File: config.mk
export PLATFORM = sky130hd
export DESIGN_NAME = masked_share_encoder
export DESIGN_NICKNAME = d
export VERILOG_FILES = /design/src/rtl/masked_share_encoder.sv
export SDC_FILE = /design/constraint.sdc
export NUM_CORES = 1
export LEC_CHECK = 0
export CORE_MARGIN = 2
export CORE_UTILIZATION = 50
export DETAILED_ROUTE_END_ITERATION = 10
export PLACE_DENSITY = 0.81
export SETUP_SLACK_MARGIN = 0.4
export SYNTH_ARGS = -nofsm -noshare
export SYNTH_HDL_FRONTEND = slang
export SYNTH_SLANG_ARGS = --single-unit
File: constraint.sdc
create_clock -name clk -period 6.9 [get_ports clk]
set_clock_uncertainty 0.05 [all_clocks]
set_input_delay 2.07 -clock clk [delete_from_list [all_inputs] [get_ports clk]]
set_output_delay 2.07 -clock clk [all_outputs]
set_load 0.005 [all_outputs]
File: src/rtl/masked_share_encoder.sv
// Masking front-end: splits plain operands A and B into two Boolean shares each
// using masks drawn from an internal 16-bit Galois LFSR, plus refresh randomness rN.
module masked_share_encoder #(
   parameter int unsigned W = 1
) (
   input  logic          clk,
   input  logic          rst_n,
   input  logic          seed_load,
   input  logic [15:0]   seed_val,
   input  logic          in_valid,
   output logic          in_ready,
   input  logic [W-1:0]  in_A,
   input  logic [W-1:0]  in_B,
   output logic          out_valid,
   input  logic          out_ready,
   output logic [W-1:0]  o_A0,
   output logic [W-1:0]  o_A1,
   output logic [W-1:0]  o_B0,
   output logic [W-1:0]  o_B1,
   output logic [W-1:0]  o_rN,
   output logic [15:0]   o_count
);

   if (W < 1 || 3 * W > 16) begin : g_bad_width
      $error("masked_share_encoder: W must satisfy 1 <= W and 3*W <= 16");
   end

   localparam logic [15:0] LFSR_MASK = 16'hB400;

   typedef enum logic {
      UNSEEDED = 1'b0,
      RUN      = 1'b1
   } state_t;

   state_t        state_q, state_d;
   logic [15:0]   lfsr_q, lfsr_d;
   logic          out_valid_q, out_valid_d;
   logic [W-1:0]  a0_q, a0_d, a1_q, a1_d;
   logic [W-1:0]  b0_q, b0_d, b1_q, b1_d;
   logic [W-1:0]  rn_q, rn_d;
   logic [15:0]   count_q, count_d;

   logic          seed_ok;
   logic          accept;
   logic [W-1:0]  m_a, m_b, m_r;

   always_comb begin
      seed_ok  = seed_load && (seed_val != 16'h0000);
      in_ready = (state_q == RUN) && !seed_load && (!out_valid_q || out_ready);
      accept   = in_valid && in_ready;
      m_a      = lfsr_q[W-1:0];
      m_b      = lfsr_q[2*W-1:W];
      m_r      = lfsr_q[3*W-1:2*W];

      state_d     = state_q;
      lfsr_d      = lfsr_q;
      out_valid_d = out_valid_q;
      a0_d        = a0_q;
      a1_d        = a1_q;
      b0_d        = b0_q;
      b1_d        = b1_q;
      rn_d        = rn_q;
      count_d     = count_q;

      // accept and seed_load are mutually exclusive because in_ready masks seed_load
      if (accept) begin
         a0_d        = in_A ^ m_a;
         a1_d        = m_a;
         b0_d        = in_B ^ m_b;
         b1_d        = m_b;
         rn_d        = m_r;
         out_valid_d = 1'b1;
         count_d     = count_q + 16'd1;
         lfsr_d      = (lfsr_q >> 1) ^ (lfsr_q[0] ? LFSR_MASK : 16'h0000);
      end else if (out_valid_q && out_ready) begin
         out_valid_d = 1'b0;
      end

      if (seed_ok) begin
         lfsr_d  = seed_val;
         state_d = RUN;
      end
   end

   always_ff @(posedge clk) begin
      if (!rst_n) begin
         state_q     <= UNSEEDED;
         lfsr_q      <= '0;
         out_valid_q <= 1'b0;
         a0_q        <= '0;
         a1_q        <= '0;
         b0_q        <= '0;
         b1_q        <= '0;
         rn_q        <= '0;
         count_q     <= '0;
      end else begin
         state_q     <= state_d;
         lfsr_q      <= lfsr_d;
         out_valid_q <= out_valid_d;
         a0_q        <= a0_d;
         a1_q        <= a1_d;
         b0_q        <= b0_d;
         b1_q        <= b1_d;
         rn_q        <= rn_d;
         count_q     <= count_d;
      end
   end

   assign out_valid = out_valid_q;
   assign o_A0      = a0_q;
   assign o_A1      = a1_q;
   assign o_B0      = b0_q;
   assign o_B1      = b1_q;
   assign o_rN      = rn_q;
   assign o_count   = count_q;

endmodule

==> Word-level counts from Yosys, hierarchy flattened <==
Cells that the tools add are included.
{ "op_classes": {"n_addsub": 1, "muxes": 5, "bitwise_logic": 3, "n_reduce_logical": 11} }
{ "op_table": {"columns": ["cell", "count"], "rows": [
  ["$mux W16", 3],
  ["$add A16 B1 Y16 const B", 1],
  ["$reduce_bool A16 Y1", 1],
  ["$xor A15 B16 Y16", 1],
  ["$logic_and A1 B1 Y1", 5],
  ["$reduce_bool A2 Y1", 2],
  ["$logic_not A1 Y1", 2],
  ["$mux W1", 2],
  ["$xor A1 B1 Y1", 2],
  ["$logic_or A1 B1 Y1", 1]
]} }
{ "word_totals": {"regBits": 39, "wordCells": 29} }

==> Depth between registers and ports, before layout <==
Gate-level depths: netlist (run 1).
{ "logic_depth": {"word_depth": 6, "ltp_mapped": 6, "ltp_nobuf": 5} }

==> Worst setup path before layout (run 1) <==
Ideal clock, no wire load.
{ "synth_path": {"path_kind": "input to output", "startpoint": "in seed_load", "endpoint": "out in_ready", "arrival_ns": 2.352, "required_time_ns": 4.780, "path_slack_ns": 2.428, "cell_stages": 2, "path_buffers": 0, "path_cell_list": "nand2b_1 > nor2_1"} }
{ "synth_via": {"elab_chain_cells": 3} }
{ "synth_rtl": {"columns": ["element", "line_no", "rtl"], "rows": [
  ["start: declaration", "8", "input logic seed_load,"],
  ["$logic_not A1 Y1", "49", "in_ready = (state_q == RUN) && !seed_load && (!out_valid_q || out_ready);"],
  ["$logic_and A1 B1 Y1 (2 in a row)", "49", null],
  ["end: declaration", "11", "output logic in_ready,"]
]} }
Every way passes these cells.

==> Worst setup path after layout (run 1) <==
Same ends and word-level chain as after synthesis.

==> results_dict.tcl, run 1 <==
set metrics [dict create \
    crit_type "in2out" \
    coreArea_um2 3660 \
    syn-instance-count 218 \
    slew_headroom 0.373 \
    totalWireLength_um 3930 \
    hpwl_um 2740 \
    cpMaxStageDelayCell "clkdlybuf4s50_1" \
    placed_cells 297 \
    fin_crit_sh 0.804 \
    rows 22 \
    yosys.area.top_type "dfxtp_1" \
    synthFlopType "dfxtp_1" \
    hp-class "reg2reg" \
    port-buffer-count 45 \
    arrival_ps 3420 \
    cts_htree_levels 2 \
    ys_seq_elements 39 \
    worstSetupEndpointType "output pin" \
    post_cts_buffers 0 \
    yosys.area.top_type_share 0.412 \
    insertion_delay_ps 290 \
    slew_violations 0 \
    root_buffer "clkbuf_8" \
    max_cap_violations 0 \
    synth_warnings 0 \
    synth_fa_ha_area_frac 0.00661 \
    drt.antenna.violating_nets 0 \
    vdd_drop_max_mv 0.105 \
    leakagePower_nw 0.799 \
    viasPerCell 5.60 \
    grt_pass1_vias 1452 \
    rsz0062_at_grt "false" \
    status "finished clean" \
    fin_nets 280 \
    synth.most_common_cell "dfxtp_1" \
    die_x_um 65.6 \
    synth_area_leaders "dfxtp_1, a311oi_2, nand2_1" \
    yosysSeqAreaShare 0.412 \
    async_flop_share 0 \
    crit_family "buffers and inverters" \
    cts_num_sinks 39 \
    path_cells "clkdlybuf4s50_1 > nand2b_1 > nor2_1 > clkdlybuf4s50_1" \
    cp_slowest_stage_delay_ps 500 \
    timing.critical_path.mode_cell "clkdlybuf4s50_1" \
    drive_gt1_frac 0.105 \
    antenna_found_initial 0 \
    routedWlPerCell_um 12.9 \
    muxShareOfSynthArea 0 \
    crit_fanout 5 \
    dr.pass1.iters 4 \
    grt_pass1_wl_um 6420 \
    holdBufCountCts 0 \
    netlist_area_um2 1890 \
    cts_buffer_depth 2 \
    cp_num_buf_inv 2 \
    remaining_drc_errors 0 \
    grt_usage 0.191 \
    syn_nets 242 \
    syn_to_final_growth_pct 27.8 \
    synthXorXnorAreaFrac 0.0555 \
    io-pin-count 46 \
    synth_compound_area_frac 0.210 \
    vias 1709 \
    die_y_um 65.6 \
    power-per-cell-area_nw_per_um2 182 \
    n_fill_cell 315 \
    synth_area_per_cell_um2 8.69 \
    n_antenna_cell 0 \
    fin_crit_ps 5540 \
    finalSetupTns_ps 0 \
    tritoncts "done" \
    setup_viol 0 \
    drtIter0Drc 135 \
    synthTopCellsByCount "dfxtp_1, nand2_1, nor2_1" \
    ctsResizeCount 0 \
    grt_max_degree 40 \
    grt_overflow 0 \
    dieArea_um2 4300 \
    cp.required_ps 4780 \
    gp_congestion 0.732 \
    yosys.area_share.simple 0.262 \
    yosysUniqueCellTypes 31 \
    cts_buffers 5 \
    regArea_um2 781 \
    synth-edff-count 0 \
    synth_top_family_by_area "simple AND/OR/NAND/NOR gates" \
    multi_input_area_um2 1010 \
    cp-start-kind "primary input" \
    fmax_ghz 0.180 \
    hold_viol 0 \
    path_clk_slew_ps 70 \
    worst_pin_slew_ps 937 \
    start_util 0.517 \
    final_cells 305 \
    utilization 0.661 \
]
metrics by stage:
step | area [um2] | hold slack, ps | power [mW] | setup WS [ps]
6_report | 2420 | 410 | 0.440 | 1360
5_1_grt | 2420 | 446 | 0.461 | 1280
4_1_cts | 2420 | 415 | 0.443 | 1360
3_5_place_dp | 2340 | 402 | 0.298 | 1360
3_3_place_gp | 2340 | 394 | 0.297 | 1370
2_1_floorplan | 1890 | 385 | 0.276 | 2430
layer usage:
metal | vias to the layer above | wire [um] | GRT usage
met4 | 0 | 57 | 0.0469
met1 | 798 | 1800 | 0.239
met2 | 47 | 1850 | 0.325
met3 | 8 | 217 | 0.0531
li1 | 856 | - | -
met5 | - | 0 | 0
cell families (layout without fill, tap and decap cells):
kind of cell               after synthesis  after routing
and+or+nand+nor                        100            100
AOI/OAI and AO/OA                       44             44
adders and majority gates                1              1
DFF                                     39             39
xor gates and xnor gates                12             12
buffers and inverters                   22             61
cells in the final DEF (no fill, tap or decap), types with 2 or more instances in the layout:
master,Yosys,final
inv_1,6,6
o211ai_1,3,3
nand4_1,10,10
buf_4,1,2
nand2b_1,2,2
a211oi_1,2,2
o31ai_1,5,5
o21ai_0,3,3
clkbuf_1,11,2
nor2b_1,2,2
xnor2_1,8,8
nor2_1,23,23
a311oi_2,13,13
nand2_1,36,36
xor2_1,4,4
nor4_1,2,2
clkbuf_8,0,5
a21oi_1,17,17
nand3_1,3,3
and3_1,3,3
or3_1,5,5
or4_1,8,8
or2_2,3,3
clkdlybuf4s50_1,0,45
dfxtp_1,39,39
flip-flops by register name, summed over array words and instances, names as in the netlist:
name	flops
lfsr_q	16
o_A0	1
o_A1	1
o_B0	1
o_B1	1
o_count	16
o_rN	1
out_valid	1
state_q	1
final timing paths:
| kind | start | to | slack, ps | cells past startpoint |
|---|---|---|---|---|
| worst max-delay path | seed_load | in_ready | 1360 | 4 |
| worst min-delay path | o_A1$_SDFFE_PN0P_ | o_A1$_SDFFE_PN0P_ | 410 | 2 |
| worst max register to register | state_q$_SDFFE_PN0P_ | lfsr_q[15]$_SDFFE_PN0P_ | 4720 | 4 |
| worst min register to register | o_A1$_SDFFE_PN0P_ | o_A1$_SDFFE_PN0P_ | 410 | 2 |
final cells by class:
class / count / area share
inverters: 6 / 0.00930
well taps: 48 / 0.0248
clock buffers: 7 / 0.0315
clock inverters: 1 / 0.00207
multi-input cells: 157 / 0.418
repair buffers: 47 / 0.192
flip-flops and latches: 39 / 0.322
power by group:
group | internal, mW | total, mW | switching (mW)
Sequential | 0.233 | 0.239 | 0.00572
Clock | 0.0709 | 0.147 | 0.0760
Combinational | 0.0283 | 0.0537 | 0.0254
tightest hold or removal path, stage by stage, from the launching register on:
cell and delay (ps):
dfxtp_1 310, nand2_1 50, a21oi_1 50
Power figures use the tool's default switching activity.
==> inputs of run 2 (changes only) <==
CORE_UTILIZATION = 49   (was 50)
PLACE_DENSITY = 0.79   (was 0.81)
clock period = 5.3 ns   (was 6.9 ns; I/O delays follow)
==> results_dict.tcl, run 2 (synthesis gave the netlist of run 1 again) <==
set metrics [dict create \
    status "finished clean" \
    n_antenna_cell 0 \
    coreArea_um2 3690 \
    worst_pin_slew_ps 811 \
    vdd_drop_max_mv 0.151 \
    cts_num_sinks 39 \
    timing.critical_path.mode_cell "clkdlybuf4s50_1" \
    layout_common_cells "clkdlybuf4s50_1, dfxtp_1, nand2_1, nor2_1, a21oi_1" \
    fin_nets 281 \
    finalSetupTns_ps 0 \
    hold_path_depth 2 \
    r2r_setup_slack_ps 3090 \
    utilization 0.672 \
    dr.pass1.iters 4 \
    die_y_um 66.2 \
    hp-class "reg2reg" \
    cp.required_ps 3660 \
    hold_viol 0 \
    cpMaxStageDelayCell "clkdlybuf4s50_1" \
    met3_usage 0.0511 \
    fin_crit_sh 0.869 \
    insertion_delay_ps 280 \
    path_clk_slew_ps 70 \
    grt.busiest_layer "met2" \
    totalWireLength_um 3930 \
    rows 22 \
    cp_slowest_stage_delay_ps 510 \
    slew_headroom 0.459 \
    reg2reg_from "state_q$_SDFFE_PN0P_" \
    min_to "state_q$_SDFFE_PN0P_" \
    power_frac_seq 0.465 \
    routedWlPerCell_um 12.8 \
    cp-start-kind "primary input" \
    crit_fanout 5 \
    post_cts_buffers 0 \
    use_met2 0.325 \
    leakagePower_nw 0.827 \
    worstSetupEndpointType "output pin" \
    fin_hold_ws_ps 415 \
    grt_pass1_vias 1522 \
    path_cells "clkdlybuf4s50_1 > nand2b_1 > nor2_1 > clkdlybuf4s50_1" \
    arrival_ps 2970 \
    port-buffer-count 45 \
    drt.antenna.violating_nets 0 \
    ctsResizeCount 0 \
    switchingPower_mw 0.141 \
    rsz0062_at_grt "false" \
    start_util 0.514 \
    gp_congestion 0.738 \
    use_met1 0.247 \
    grt_usage 0.193 \
    intPower_mw 0.529 \
    tritoncts "done" \
    grt_max_degree 24 \
    slew_violations 0 \
    root_buffer "clkbuf_8" \
    cts_buffers 5 \
    viasPerCell 5.50 \
    hpwl_um 2810 \
    power-per-cell-area_nw_per_um2 270 \
    fmax_ghz 0.217 \
    syn_to_final_growth_pct 30.9 \
    max_cap_violations 0 \
    drive_gt1_frac 0.112 \
    power_frac_comb 0.104 \
    fin_crit_ps 4610 \
    crit_type "in2out" \
    remaining_drc_errors 0 \
    cts_buffer_depth 2 \
    vias 1683 \
    worstRegToRegCells 4 \
    clkPwrFrac 0.431 \
    drtIter0Drc 143 \
    dieArea_um2 4380 \
    n_fill_cell 336 \
    die_x_um 66.2 \
    hold_start "state_q$_SDFFE_PN0P_" \
    reg2reg_to "lfsr_q[0]$_SDFFE_PN0P_" \
    grt_pass1_wl_um 6680 \
    holdBufCountCts 0 \
    grt_overflow 0 \
    cts_htree_levels 2 \
    antenna_found_initial 0 \
    netSwitchingFraction 0.210 \
    final_common_cell "clkdlybuf4s50_1" \
    io-pin-count 46 \
    setup_viol 0 \
]
==> run 2: layout make-up <==
type,instances,area [um2],area share
clock buffers,6,72.6,0.0293
multi-input cells,157,1010,0.408
flip-flops and latches,39,781,0.315
well taps,48,60.1,0.0242
inverters,6,22.5,0.00908
repair buffers,48,473,0.191
clock inverters,2,60.1,0.0242
==> run 2: worst max path at each step <==
| stage | start | end | cells after the start |
|---|---|---|---|
| floorplan | seed_load | in_ready | 2 |
| global placement | seed_load | in_ready | 4 |
| detailed placement | seed_load | in_ready | 4 |
| CTS | seed_load | in_ready | 4 |
| global route | seed_load | in_ready | 4 |
| finish | seed_load | in_ready | 4 |
==> run 2: power groups by stage <==
stage	Combinational (mW)	Sequential (mW)	Clock, mW
5_1_grt	0.0769	0.313	0.310
3_5_place_dp	0.0699	0.318	0
2_1_floorplan	0.0441	0.316	0
4_1_cts	0.0702	0.311	0.297
6_report	0.0697	0.311	0.289
3_3_place_gp	0.0691	0.318	0
==> run 2: per-stage QoR <==
stage / setup slack, ps / area [um2] / std cells / power [mW]
6_report: 695 / 2480 / 306 / 0.670
5_1_grt: 647 / 2480 / 306 / 0.699
4_1_cts: 701 / 2480 / 306 / 0.678
3_5_place_dp: 702 / 2350 / 298 / 0.388
3_3_place_gp: 711 / 2350 / 298 / 0.387
2_1_floorplan: 1790 / 1890 / 218 / 0.360
==> run 2: per-layer routing <==
metal  part of all wire  vias to the layer above
met5                  0                        -
met1               0.47                      785
met2               0.48                       38
met4                  0                        0
li1                   -                      860
met3              0.047                        0
==> run 2: worst max-delay path, delay by kind of cell <==
kind	cells	cell delay, ps
simple gates	2	370
buf+inv	2	1010
==> inputs of run 3 (changes only) <==
CORE_ASPECT_RATIO = 1.1   (was unset)
GPL_ROUTABILITY_DRIVEN = 0   (was unset)
==> results_dict.tcl, run 3 (synthesis gave the netlist of run 1 again) <==
set metrics [dict create \
    viasPerCell 5.59 \
    slew_violations 0 \
    syn_to_final_growth_pct 29.9 \
    hold_path_depth 2 \
    power_mw 0.636 \
    grt_pass1_vias 1589 \
    pre_cts_ws_ps 715 \
    vdd_drop_max_mv 0.199 \
    layout_common_cells "clkdlybuf4s50_1, dfxtp_1, nand2_1, nor2_1, a21oi_1" \
    cts_num_sinks 39 \
    drt.antenna.violating_nets 0 \
    fin_ws_ps 706 \
    hp-class "reg2reg" \
    grt_usage 0.201 \
    cp_num_buf_inv 2 \
    reg2reg_to "lfsr_q[15]$_SDFFE_PN0P_" \
    crit_family "buffers and inverters" \
    rows 23 \
    worstRegToRegCells 4 \
    switchingPower_mw 0.143 \
    power_frac_seq 0.489 \
    io-pin-count 46 \
    die_y_um 69.2 \
    status "finished clean" \
    fin_nets 280 \
    grt_max_degree 27 \
    drtIter0Drc 90 \
    cp.required_ps 3660 \
    arrival_ps 2950 \
    place_area_um2 2340 \
    port-buffer-count 45 \
    timing.critical_path.mode_cell "clkdlybuf4s50_1" \
    drive_gt1_frac 0.113 \
    path_clk_slew_ps 70 \
    power_frac_comb 0.110 \
    root_buffer "clkbuf_8" \
    dieArea_um2 4380 \
    cp-start-kind "primary input" \
    vias 1717 \
    cpMaxStageDelayCell "clkdlybuf4s50_1" \
    grt_pass1_wl_um 7000 \
    postLayoutCellArea_um2 2460 \
    path_cells "clkdlybuf4s50_1 > nand2b_1 > nor2_1 > clkdlybuf4s50_1" \
    final_common_cell "clkdlybuf4s50_1" \
    dr.pass1.iters 4 \
    ctsResizeCount 0 \
    hpwl_um 2830 \
    crit_type "in2out" \
    netSwitchingFraction 0.225 \
    max_cap_violations 0 \
    reg2reg_from "state_q$_SDFFE_PN0P_" \
    cts_buffers 5 \
    routedWlPerCell_um 13.3 \
    fin_crit_ps 4590 \
    power-per-cell-area_nw_per_um2 259 \
    cts_buffer_depth 2 \
    min_to "o_rN$_SDFFE_PN0P_" \
    fin_hold_ws_ps 410 \
    post_cts_buffers 0 \
    rsz0062_at_grt "false" \
    die_x_um 63.3 \
    leakagePower_nw 0.818 \
    worstSetupEndpointType "output pin" \
    intPower_mw 0.493 \
    remaining_drc_errors 0 \
    start_util 0.514 \
    clkPwrFrac 0.401 \
    holdBufCountCts 0 \
    fmax_ghz 0.218 \
    worst_pin_slew_ps 969 \
    antenna_found_initial 0 \
    finalSetupTns_ps 0 \
    slew_headroom 0.353 \
    n_antenna_cell 0 \
    totalWireLength_um 4100 \
    hold_viol 0 \
    coreArea_um2 3680 \
    path_depth 4 \
    insertion_delay_ps 290 \
    setup_viol 0 \
    r2r_setup_slack_ps 3040 \
    crit_fanout 5 \
    cp_slowest_stage_delay_ps 510 \
    cts_htree_levels 2 \
    hold_start "o_rN$_SDFFE_PN0P_" \
    fin_crit_sh 0.867 \
    tritoncts "done" \
    grt_overflow 0 \
]
[run 3: worst max path at each step]
stage	from	endpoint	slack [ps]
global route	seed_load	in_ready	640
finish	seed_load	in_ready	710
CTS	seed_load	in_ready	710
floorplan	seed_load	in_ready	1790
global placement	seed_load	in_ready	720
detailed placement	seed_load	in_ready	710
[run 3: power groups by stage]
stage / clock network, mW / logic [mW] / registers [mW]
after global routing: 0.275 / 0.0772 / 0.313
after floorplan: 0 / 0.0441 / 0.316
after CTS: 0.262 / 0.0704 / 0.311
after global placement: 0 / 0.0684 / 0.318
after detailed placement: 0 / 0.0700 / 0.318
final: 0.255 / 0.0697 / 0.311
[run 3: worst min-delay path, cell delays in order (launching register included)]
cell and delay (ps):
dfxtp_1 310, nand2_1 50, a21oi_1 50
[run 3: area by class of cell]
type | count | area [um2]
Fill cell | 331 | 1220
Inverter | 6 | 22.5
Clock buffer | 6 | 82.6
Sequential cell | 39 | 781
Timing Repair Buffer | 47 | 465
Tap cell | 50 | 62.6
Multi-Input combinational cell | 157 | 1010
Clock inverter | 2 | 35.0
[run 3: per-stage QoR]
| step | utilization | cells |
|---|---|---|
| 2_1_floorplan | - | 218 |
| 3_3_place_gp | 0.636 | 299 |
| 3_5_place_dp | 0.636 | 299 |
| 4_1_cts | 0.668 | 307 |
| 5_1_grt | 0.668 | 307 |
| 6_report | 0.668 | 307 |
[run 3: routing by layer]
| metal | GRT usage | vias up | wire length, um |
|---|---|---|---|
| li1 | - | 858 | - |
| met1 | 0.245 | 793 | 1830 |
| met2 | 0.333 | 55 | 1960 |
| met3 | 0.0568 | 11 | 227 |
| met4 | 0.0797 | 0 | 85 |
| met5 | 0 | - | 0 |
